$ cat src/rtl/rv32_fetch_queue.sv
// Decoupled RV32 fetch: in-order imem request/response with bounded in-flight requests and an instruction queue.
// Optional feature: define RV32_FETCH_BYPASS_EN to let a response load decode directly when the queue is empty.
module rv32_fetch_queue #(
  parameter int unsigned FIFO_DEPTH      = 4,
  parameter int unsigned MAX_OUTSTANDING = 2,
  parameter logic [31:0] RESET_PC        = 32'h0000_0000
) (
  input  logic                            clk_i,
  input  logic                            rst_i,
  input  logic                            pc_source_i,
  input  logic [31:0]                     pc_target_i,
  input  logic                            stall_f_i,
  input  logic                            stall_d_i,
  input  logic                            flush_d_i,
  output logic                            imem_req_o,
  output logic [31:0]                     imem_addr_o,
  input  logic                            imem_gnt_i,
  input  logic                            imem_rvalid_i,
  input  logic [31:0]                     imem_rdata_i,
  output logic [31:0]                     instr_o,
  output logic [31:0]                     pc_o,
  output logic [31:0]                     pc_next_o,
  output logic                            instr_valid_o,
  output logic [$clog2(FIFO_DEPTH+1)-1:0] fifo_count_o
);
  localparam int unsigned CW = $clog2(FIFO_DEPTH + 1);
  localparam int unsigned QW = $clog2(FIFO_DEPTH);
  localparam int unsigned OW = $clog2(MAX_OUTSTANDING + 1);
  localparam int unsigned TW = (MAX_OUTSTANDING > 1) ? $clog2(MAX_OUTSTANDING) : 1;

  logic          run_reg;
  logic [31:0]   pc_reg;
  logic [OW-1:0] outstanding_reg;
  logic [OW-1:0] discard_reg;
  logic [TW-1:0] trk_wr_reg;
  logic [TW-1:0] trk_rd_reg;
  logic [31:0]   trk_mem [MAX_OUTSTANDING];
  logic [QW-1:0] q_wr_reg;
  logic [QW-1:0] q_rd_reg;
  logic [CW-1:0] count_reg;
  logic [31:0]   q_pc_mem    [FIFO_DEPTH];
  logic [31:0]   q_instr_mem [FIFO_DEPTH];
  logic [31:0]   instr_reg;
  logic [31:0]   pc_d_reg;
  logic [31:0]   pc_next_reg;
  logic          valid_reg;

  logic [31:0] credit_used;
  logic [31:0] resp_pc;
  logic        grant;
  logic        keep;
  logic        dec_load;
  logic        pop;
  logic        push;
  logic        bypass;

  function automatic logic [TW-1:0] trk_inc(input logic [TW-1:0] p);
    return (32'(p) == MAX_OUTSTANDING - 1) ? '0 : p + TW'(1);
  endfunction

  // Credits cover both queued entries and requests whose responses will still land in the queue.
  assign credit_used = 32'(outstanding_reg) + 32'(count_reg);
  assign imem_req_o  = run_reg && !stall_f_i && !pc_source_i &&
                       (32'(outstanding_reg) < MAX_OUTSTANDING) &&
                       (credit_used < FIFO_DEPTH);
  assign imem_addr_o = pc_reg;
  assign grant       = imem_req_o && imem_gnt_i;
  assign resp_pc     = trk_mem[trk_rd_reg];
  assign keep        = imem_rvalid_i && (discard_reg == '0) && !pc_source_i;
  assign dec_load    = !flush_d_i && !stall_d_i && !pc_source_i;
  assign pop         = dec_load && (count_reg != '0);
`ifdef RV32_FETCH_BYPASS_EN
  assign bypass      = keep && dec_load && (count_reg == '0);
`else
  assign bypass      = 1'b0;
`endif
  assign push        = keep && !bypass;

  always_ff @(posedge clk_i or posedge rst_i) begin
    if (rst_i) begin
      run_reg         <= 1'b0;
      pc_reg          <= RESET_PC;
      outstanding_reg <= '0;
      discard_reg     <= '0;
      trk_wr_reg      <= '0;
      trk_rd_reg      <= '0;
      q_wr_reg        <= '0;
      q_rd_reg        <= '0;
      count_reg       <= '0;
      instr_reg       <= '0;
      pc_d_reg        <= '0;
      pc_next_reg     <= '0;
      valid_reg       <= 1'b0;
    end else begin
      run_reg <= 1'b1;
      if (pc_source_i)
        pc_reg <= pc_target_i;
      else if (grant)
        pc_reg <= pc_reg + 32'd4;

      if (grant)
        trk_wr_reg <= trk_inc(trk_wr_reg);
      if (imem_rvalid_i)
        trk_rd_reg <= trk_inc(trk_rd_reg);
      outstanding_reg <= outstanding_reg + OW'(grant) - OW'(imem_rvalid_i);

      // Everything still in flight after a redirect belongs to the old path.
      if (pc_source_i)
        discard_reg <= outstanding_reg - OW'(imem_rvalid_i);
      else if (imem_rvalid_i && (discard_reg != '0))
        discard_reg <= discard_reg - OW'(1);

      if (pc_source_i) begin
        q_wr_reg  <= '0;
        q_rd_reg  <= '0;
        count_reg <= '0;
      end else begin
        if (push)
          q_wr_reg <= q_wr_reg + QW'(1);
        if (pop)
          q_rd_reg <= q_rd_reg + QW'(1);
        count_reg <= count_reg + CW'(push) - CW'(pop);
      end

      if (flush_d_i || (!stall_d_i && pc_source_i)) begin
        instr_reg   <= '0;
        pc_d_reg    <= '0;
        pc_next_reg <= '0;
        valid_reg   <= 1'b0;
      end else if (!stall_d_i) begin
        if (count_reg != '0) begin
          instr_reg   <= q_instr_mem[q_rd_reg];
          pc_d_reg    <= q_pc_mem[q_rd_reg];
          pc_next_reg <= q_pc_mem[q_rd_reg] + 32'd4;
          valid_reg   <= 1'b1;
        end else if (bypass) begin
          instr_reg   <= imem_rdata_i;
          pc_d_reg    <= resp_pc;
          pc_next_reg <= resp_pc + 32'd4;
          valid_reg   <= 1'b1;
        end else begin
          instr_reg   <= '0;
          pc_d_reg    <= '0;
          pc_next_reg <= '0;
          valid_reg   <= 1'b0;
        end
      end
    end
  end

  // Storage arrays carry no reset so they map onto RAM.
  always_ff @(posedge clk_i) begin
    if (grant)
      trk_mem[trk_wr_reg] <= pc_reg;
    if (push) begin
      q_pc_mem[q_wr_reg]    <= resp_pc;
      q_instr_mem[q_wr_reg] <= imem_rdata_i;
    end
  end

  assign instr_o       = instr_reg;
  assign pc_o          = pc_d_reg;
  assign pc_next_o     = pc_next_reg;
  assign instr_valid_o = valid_reg;
  assign fifo_count_o  = count_reg;
endmodule

$ cat config.mk
export PLATFORM = sky130hd
export DESIGN_NAME = rv32_fetch_queue
export DESIGN_NICKNAME = d
export VERILOG_FILES = /design/src/rtl/rv32_fetch_queue.sv
export SDC_FILE = /design/constraint.sdc
export NUM_CORES = 1
export LEC_CHECK = 0
export ABC_AREA = 1
export CAP_MARGIN = 20
export CORE_MARGIN = 2
export CORE_UTILIZATION = 40
export CTS_CLUSTER_DIAMETER = 40
export DETAILED_ROUTE_END_ITERATION = 8
export SLEW_MARGIN = 0
export SYNTH_ARGS = -nofsm -noshare
export SYNTH_HDL_FRONTEND = slang
export SYNTH_SLANG_ARGS = --single-unit
$ cat constraint.sdc
create_clock -name clk_i -period 14.4 [get_ports clk_i]
set_input_delay 2.88 -clock clk_i [delete_from_list [all_inputs] [get_ports clk_i]]
set_output_delay 2.88 -clock clk_i [all_outputs]
set_load 0.05 [all_outputs]
---- Word-level counts from Yosys, hierarchy flattened ----
Memories as Yosys holds them, arrays and structs flattened.
Cells that the tools add are included.
storage, ports and cells
  input bits .............................. 72
  memories kept ........................... 3
  RAM bits ................................ 320
  flip-flop bits (word level) ............. 143
  word-level logic and storage cells ...... 83
cells by class
  add/subtract/negate cells ............... 13
  $lt $le $gt $ge ......................... 2
  multiplexer cells ....................... 27
  reductions and logical operators ........ 24
  eq/ne operators ......................... 1
memories
  memory       depth  width  read ports  clocked after Yosys merged registers in  wr ports  line  text
  q_instr_mem  4      32     1           0                                        1         42    logic [31:0] q_instr_mem [FIFO_DEPTH];
  q_pc_mem     4      32     1           0                                        1         41    logic [31:0] q_pc_mem [FIFO_DEPTH];
  trk_mem      2      32     1           0                                        1         37    logic [31:0] trk_mem [MAX_OUTSTANDING];
operators with widths
  operator                 count
  $mux W32                 11
  $add A32 B3 Y32 const B  2
  $logic_and A1 B1 Y1      12
  $mux W2                  6
  $reduce_bool A2 Y1       5
  $mux W1                  9
  $add A2 B1 Y2 const B    2
  $add A2 B3 Y4            1
  $logic_not A1 Y1         4
  $lt A4 B3 Y1 const B     1
  $sub A2 B1 Y2            2
  $add A3 B1 Y3            1
  $mux W3                  1
  $reduce_bool A3 Y1       1
  $sub A3 B1 Y3            1
  $add A1 B1 Y1 const B    2
  $add A2 B1 Y2            1
  $logic_not A2 Y1         1
  $lt A2 B2 Y1 const B     1
  $ne A2 B1 Y1 const B     1
  $sub A2 B1 Y2 const B    1
  $logic_or A1 B1 Y1       1

---- Longest topological paths before layout ----
Gate-level depths: netlist of the first run.
  depth after elaboration ................. 8
  depth in mapped cells ................... 17
  mapped depth without buffers ............ 15

---- Worst setup path after synthesis of the first run ----
Ideal clock, no wire load.
  path kind ............................... input -> output
  from .................................... input port pc_source_i
  to ...................................... output port imem_req_o
  arrival ................................. 3.883 ns
  path buffers ............................ 1
  cell stages on the path ................. 4
  slack ................................... 7.637 ns
  cells stage by stage .................... buf_2 nor2_1 nand3_1 nor2_1
on the way
  longest elaborated chain between the ends .. 4
RTL lines
  item                               line  text
  start: declaration                 10    input logic pc_source_i,
  $logic_not A1 Y1                   63    assign imem_req_o = run_reg && !stall_f_i && !pc_source_i &&
  $logic_and A1 B1 Y1 (2 in series)  63
  $logic_and A1 B1 Y1                64    (32'(outstanding_reg) < MAX_OUTSTANDING) &&
  end: declaration                   15    output logic imem_req_o,
No other way between the ends.

---- Worst setup path in the final report of the first run ----
Same ends and word-level chain as after synthesis.

==> results of run 1 <==
==> stage by stage <==
| step | utilization (%) | total power [uW] |
|---|---|---|
| floorplan | - | 1958 |
| global placement | 46.00 | 2135 |
| detailed placement | 46.00 | 2146 |
| CTS | 50.67 | 3755 |
| global route | 50.68 | 3868 |
| finish | 50.68 | 3720 |
==> routing by layer <==
metal  GRT usage, %  up-vias  share of wire [%]
met1          25.72     6404                 46
met2          29.77      380                 46
met3          3.345       75                5.5
met4          6.237        2                2.2
met5              0        -              0.022
li1               -     6367                  -
==> cell families after synthesis <==
logic type / count (synthesis) / synth area share (%)
compound gates: 239 / 7.514
mux: 32 / 1.859
flops: 461 / 67.78
fa+ha+maj: 14 / 0.9424
buf+inv: 218 / 4.770
xor+xnor: 22 / 0.9941
simple gates: 745 / 16.12
other cells: 1 / 0.01935
==> worst max-delay path: cells and delay by family <==
family	cells	cell delay [ns]
buf+inv	3	1.48
simple gates	3	0.35
==> placed cells by master, fill, tap and decap left out, drive strengths merged, types with 19 or more instances in the layout <==
cell type      netlist  final
a22o                37     37
clkbuf              42     83
clkdlybuf4s50        0    204
dfrtp              141    141
edfxtp             320    320
inv                135    147
mux2                32     32
nand2              438    438
nand3              113    113
nor2               173    173
o21ai              131    131
o22ai               34     34
xor2                19     19
==> cells in the mapped netlist (15+ instances only) <==
master and n:
sky130_fd_sc_hd__nand3_1 112, sky130_fd_sc_hd__inv_1 129, sky130_fd_sc_hd__edfxtp_1 320, sky130_fd_sc_hd__o211ai_1 15, sky130_fd_sc_hd__buf_2 23, sky130_fd_sc_hd__o21ai_0 128, sky130_fd_sc_hd__mux2_2 32, sky130_fd_sc_hd__nand2_1 422
sky130_fd_sc_hd__dfrtp_1 141, sky130_fd_sc_hd__clkbuf_1 42, sky130_fd_sc_hd__nand2_2 16, sky130_fd_sc_hd__o22ai_1 34, sky130_fd_sc_hd__a22o_1 37, sky130_fd_sc_hd__nor2_1 156, sky130_fd_sc_hd__xor2_1 19
==> final cells by class <==
class / instances / share of cell area, %
clock inverter: 36 / 1.510
multi-input combinational: 1053 / 22.17
sequential: 461 / 54.32
tap: 615 / 3.180
inverter: 138 / 2.172
antenna: 2 / 0.02068
clock buffer: 83 / 7.695
timing repair buffer: 220 / 8.936
==> power breakdown <==
part | switching, uW | internal, uW | total [uW]
sequential | 55.3 | 1520 | 1580
combinational | 368 | 174 | 542
clock | 599 | 1000 | 1600
total | 1020 | 2700 | 3720
==> how the worst max path moves through the flow <==
stage | slack (ns) | depth (start not counted) | endpoint | startpoint
after floorplan | 7.64 | 4 | imem_req_o | pc_source_i
after global placement | 6.79 | 6 | imem_req_o | pc_source_i
after detailed placement | 6.80 | 6 | imem_req_o | pc_source_i
after CTS | 6.79 | 6 | imem_req_o | pc_source_i
after global routing | 6.69 | 6 | imem_req_o | pc_source_i
final | 6.80 | 6 | imem_req_o | pc_source_i
==> results.txt, run 1 <==
The run finished with clean final reports. The worst path in the final design needs a cycle of 7.603 ns, including I/O delays and setup. Via count of the first global-routing pass: 12970.

The logs give 0 for the overflow left after global routing and 1818 for the number of nets produced by synthesis. Average wire per cell in the routed design: 17.76 um. The die is 224.1 um wide. Gates resized during post-CTS repair numbered 0. In this run the power density over the cells is 153.8 nW/um2.

After clock tree synthesis, the clock-pin slew on the worst setup and hold paths is 0.05 ns. For the first-pass GRT wire length, the log shows 72.84 mm. The kind of start point of the critical path was a primary input. The worst setup slack after placement was 6.800 ns. The kind of path behind the tightest hold check was reg2reg. The floorplan has 80 rows. The area growth from synthesis to final layout came out at 24.83%. The biggest area contributor in the post-synthesis netlist is sky130_fd_sc_hd__edfxtp_1. Across the VDD grid, the largest voltage drop is 105.0 uV. The tools report the total placed cells including tap cells as 2487. The worst register-to-register path begins at q_rd_reg[0]. Across the run, the number of max-cap violations was 0. The hold path depth was 1.

Once routing completed, OpenROAD measured the worst setup slack at 6.797 ns. After detailed routing, the number of vias per cell comes to 5.072. For the post-route clock skew, the log shows 0.01982 ns. Traced cell by cell, the critical path runs through clkdlybuf4s50_1, buf_4, nor2_1, nand3_1, nor2_1, clkdlybuf4s50_1. The summed area of non-filler cells in the final layout was 24200 um2.

The die footprint was 50240 um2. After synthesis, flip-flops and latches occupy 67.78% of the total area. In this run the cell area measured after placement is 21960 um2.

The I/O pin count is 205, and the routed wire length is 46.32 mm. For this design the static power due to leakage is 0.009527 uW. The residual DRC count was 0; the vias after detailed routing was 13230. The logs give 2608 for the number of cells in the finished layout apart from fillers and 47750 um2 for the area of the core region.

The largest single stage delay on the critical path is 0.84 ns. Data on the critical path is required at its endpoint by 11.52 ns. The Yosys warning count was 0; the summed negative setup slack over all endpoints was 0 ns. The multi-input combinational cell area is 5364 um2, and the maximum fanout along the worst path is 37. The detail route stage leaves a number of antenna-violating nets equal to 0.

The number of enable flip-flop cells after synthesis was 320. TritonCTS created 66 clock buffers. The tools report the hold path startpoint as trk_rd_reg. The mean instance size in the synthesized netlist is 11.19 um2, and the synthesized netlist cell count is 1732. For this run, asynchronously set or reset flops after synthesis account for 30.59%. The total count of hold-check failures in the final report is 0.

Most frequently used flop master after synthesis: sky130_fd_sc_hd__edfxtp_1. The run gives 5 as the number of iterations in the first detailed-routing pass. The number of antenna violations at the first check in global routing was 3; the worst slack on hold paths was 0.4663 ns.

The worst pin sits at a relative slew slack of 30.86%. TritonCTS built the clock tree. The largest registers in the layout are q_instr_mem x128, q_pc_mem x128, trk_mem x64.

The unique cell type count in the Yosys netlist was 46; the area of the mapped netlist was 19380 um2. For the pin with the worst max-slew slack, the measured transition is 1.037 ns. Synthesis inferred 461 register bits. The tools report the register area as 13140 um2. The tools report the weighted congestion reported at the end of routability-driven placement as 0.8493.

The longest clock path from root to sink contains 3 buffers. The tools report the source-to-sink clock delay at the later pin of the worst-skew pair as 0.57 ns. Die height: 224.1 um. The final-report max-slew violation count was 0. After clock tree synthesis, the setup repair step added 0 buffers. The tree is rooted in a sky130_fd_sc_hd__clkbuf_16. In the finished design, the share of the clock period the worst path needs comes to 52.80%. Entering global routing, the biggest net connects 78 pins. The area share of the largest cell type after synthesis came out at 49.57%.

The tools report the worst hold endpoint as trk_rd_reg. The total number of H-tree levels is 3, and the reg2reg setup slack is 10.46 ns. The tools report the total of endpoints with negative setup slack in the final report as 0. Capture instance of the worst register-to-register path: pc_next_o[26]. After synthesis, the cell types taking the most area are sky130_fd_sc_hd__edfxtp_1, sky130_fd_sc_hd__dfrtp_1, sky130_fd_sc_hd__nand2_1, sky130_fd_sc_hd__o21ai_0, sky130_fd_sc_hd__nor2_1.

Cell type of the slowest stage on the worst timing path: sky130_fd_sc_hd__clkdlybuf4s50_1. For this configuration, the core starts out at a cell density of 40.60%. Static timing analysis puts the maximum clock frequency at 0.1315 GHz. The number of violations reported at the end of detailed-routing iteration 0 was 1026.

After the last flow step, the layout net total stands at 2026. The worst register-to-register path has a depth of 14. Detailed placement ended at an HPWL of 28.26 mm. Data arrives at the worst endpoint at 4.72 ns.

Kind of capture point of the worst setup path: an output pin. The tools report the number of inserted filler cells in the final layout as 4166. The aggregate global-route resource usage was 18.61%.

The worst setup path is of the in2out kind. Setup repair after global routing left no endpoint under its margin. The number of port buffers came out at 204.

Buffers inserted to repair hold after CTS numbered 0. Clock tree synthesis found a total of 461 sinks. The post-route netlist has 10.55% of its cells at a drive strength greater than 1.
Note: power is estimated with default switching activity, not from simulation.
==> run 2, diff against run 1 <==
clock period = 7.35 ns   (was 14.4 ns; I/O delays follow)
==> results.txt, run 2 (same netlist as run 1, synthesis figures left out) <==
For the worst-skew pair, the clock arrives at the later sink with an insertion delay of 0.59 ns. The number of port buffers came out at 204. Once the clock tree was built, the setup fixing pass inserted 0 buffers. For the total count of hold-check failures in the final report, the log shows 0.

After detailed placement, the total cell area comes to 21960 um2. Measured along the y axis, the die boundary spans 224.1 um. The residual DRC count is 0. The flow ran to the end, and the final reports show no timing, DRC or antenna violations.

Total number of H-tree levels: 3. The worst setup path is of the in2out kind. Of the cells placed in the final design, the portion with a size suffix greater than 1 is 10.85%. Leakage power: 0.009595 uW. The number of nets in the layout was 2029; the worst reg2reg path depth was 13.

The via count of the first global-routing pass is 13130. The count of inserted antenna diode cells was 0. The most critical setup path has its startpoint at pc_source_i. Summed over all layers, the global routing overflow is 0. The setup check on the worst reg-to-reg path leaves a slack of 3.81 ns.

Entering global routing, the biggest net connects 107 pins. In this run, the number of DRC markers left after iteration 0 of detailed routing was 990. Once routing completed, OpenROAD measured the worst setup slack at 2.553 ns.

Summing all multi-input logic gate instances after layout gives 5364 um2. Once layout is done, the placed cells without fillers occupy 24330 um2. STA classifies the critical path endpoint as an output pin. For the final routed database, the setup TNS stands at 0 ns. STA puts the critical path data required time at 5.88 ns.

In the final routed layout, each cell accounts on average for 17.83 um. The core region is 47750 um2. The half-perimeter wire length of the detailed placement result is 28.94 mm. The timing-limited maximum frequency was 0.2084 GHz; the maximum fanout along the worst path was 37. The total of endpoints with negative setup slack in the final report came out at 0.

Setup repair after global routing left no endpoint under its margin. Number of hold buffers added after CTS: 0. Worst endpoint data arrival time: 3.33 ns. The tools report the kind of start point of the critical path as a primary input. In the final layout, the registers with the most flip-flops are q_instr_mem x128, q_pc_mem x128, trk_mem x64. The congestion estimate from routability-driven global placement came to 0.8373. The tools report the clock root buffer as sky130_fd_sc_hd__clkbuf_16. The slew at the pin closest to its max-slew limit is 1.095 ns.

In the routed layout, each cell is associated on average with a via count of 5.067. The register area is 13140 um2. The vias after detailed routing was 13250; the max-capacitance violation count was 0. The clock buffer count from CTS was 69; the worst-case clock buffer depth was 3. Once the floorplan was initialized, standard cells occupied 40.60% of the core. The cell row count is 80, and the hold path depth is 1.

The count of nets left with antenna violations once routing finished came out at 0. The die covers 50240 um2. The number of antenna violations at the first check in global routing came out at 0.

From synthesis to final layout, the design area changed by 25.52%. For the remaining max-slew budget at the tightest pin, the log shows 26.98%. The worst hold endpoint was trk_rd_reg. The power density over cell area came out at 307.4 nW/um2.

The clock input transition at the sequential cells of the worst setup and hold paths came out at 0.06 ns. The logs give 0 for the post-cts repair resize count and 0 for the final-report max-slew violation count. The logs give 205 for the I/O pin count and 72.95 mm for the first-pass GRT wire length.

The tools report the hold path startpoint as trk_rd_reg. The capture instance of the worst register-to-register path was pc_next_o[24]. The run gives 0.4652 ns as the worst slack on hold paths. The kind of path behind the tightest hold check was reg2reg.

In the layout the commonest cells are sky130_fd_sc_hd__nand2_1, sky130_fd_sc_hd__edfxtp_1, sky130_fd_sc_hd__clkdlybuf4s50_1, sky130_fd_sc_hd__nor2_1, sky130_fd_sc_hd__dfrtp_1. At the placement stage, the worst setup path has a slack of 2.561 ns. The routed wire length was 46.62 mm. The first detailed-routing pass took 5 iterations. Counting I/O delays and the setup requirement, the final critical path takes 4.797 ns.

In the global route stage, overall resource usage came out at 18.75%. The width of the die was 224.1 um. The most frequent standard cell in the layout excluding fill and tap cells was sky130_fd_sc_hd__nand2_1. The TritonCTS sink count was 461. The post-route clock skew is 0.01946 ns, and the worst voltage drop across the vdd grid is 175.7 uV.

The startpoint of the most critical register-to-register path is q_rd_reg[0]. The filler cells instantiated in the layout total 4088. TritonCTS built the clock tree. In the finished design, the share of the clock period the worst path needs comes to 65.27%.
## run 2: cell count changes in the layout (fill, tap and decap cells not counted), moves of 2 or more
cell,previous run,this run
sky130_fd_sc_hd__bufinv_16,4,7
sky130_fd_sc_hd__clkinv_4,8,4
sky130_fd_sc_hd__clkbuf_8,4,2
sky130_fd_sc_hd__inv_8,3,1
sky130_fd_sc_hd__clkinv_1,7,10
sky130_fd_sc_hd__inv_6,8,17
sky130_fd_sc_hd__diode_2,2,0
## run 2: metrics by stage
step           std cells  power [uW]  utilization [%]
2_1_floorplan       1732        3836                -
3_3_place_gp        2487        4194            46.00
3_5_place_dp        2487        4214            46.00
4_1_cts             2615        7550            50.96
5_1_grt             2615        7765            50.96
6_report            2615        7478            50.96
## run 2: how the worst max path moves through the flow
stage                                    to  cells after the start
after CTS                        imem_req_o                      6
after global routing             imem_req_o                      6
after global placement           imem_req_o                      6
after floorplan           q_instr_mem[0][0]                      4
final                            imem_req_o                      6
after detailed placement         imem_req_o                      6
## run 2: power breakdown
group          internal, uW  switching (uW)
Sequential             2980             106
Clock                  2090            1220
Combinational           343             737
## run 2: cell type report
| cell class | instances | area share [%] |
|---|---|---|
| Sequential cell | 461 | 54.02 |
| Clock buffer | 81 | 7.627 |
| Inverter | 138 | 2.160 |
| Clock inverter | 47 | 2.098 |
| Multi-Input combinational cell | 1053 | 22.05 |
| Tap cell | 615 | 3.163 |
| Timing Repair Buffer | 220 | 8.887 |
## run 2: worst max-delay path, cell delays in order
cell	delay, ns
sky130_fd_sc_hd__clkdlybuf4s50_1	0.39
sky130_fd_sc_hd__buf_4	0.26
sky130_fd_sc_hd__nor2_1	0.13
sky130_fd_sc_hd__nand3_1	0.08
sky130_fd_sc_hd__nor2_1	0.16
sky130_fd_sc_hd__clkdlybuf4s50_1	0.83
## run 2: layer usage
metal  vias to the layer above  wire, um  track usage, %
met1                      6438     21150           25.72
met2                       374     21950           29.99
met4                         0      1060           6.860
li1                       6367         -               -
met5                         -         0               0
met3                        71      2459           3.318
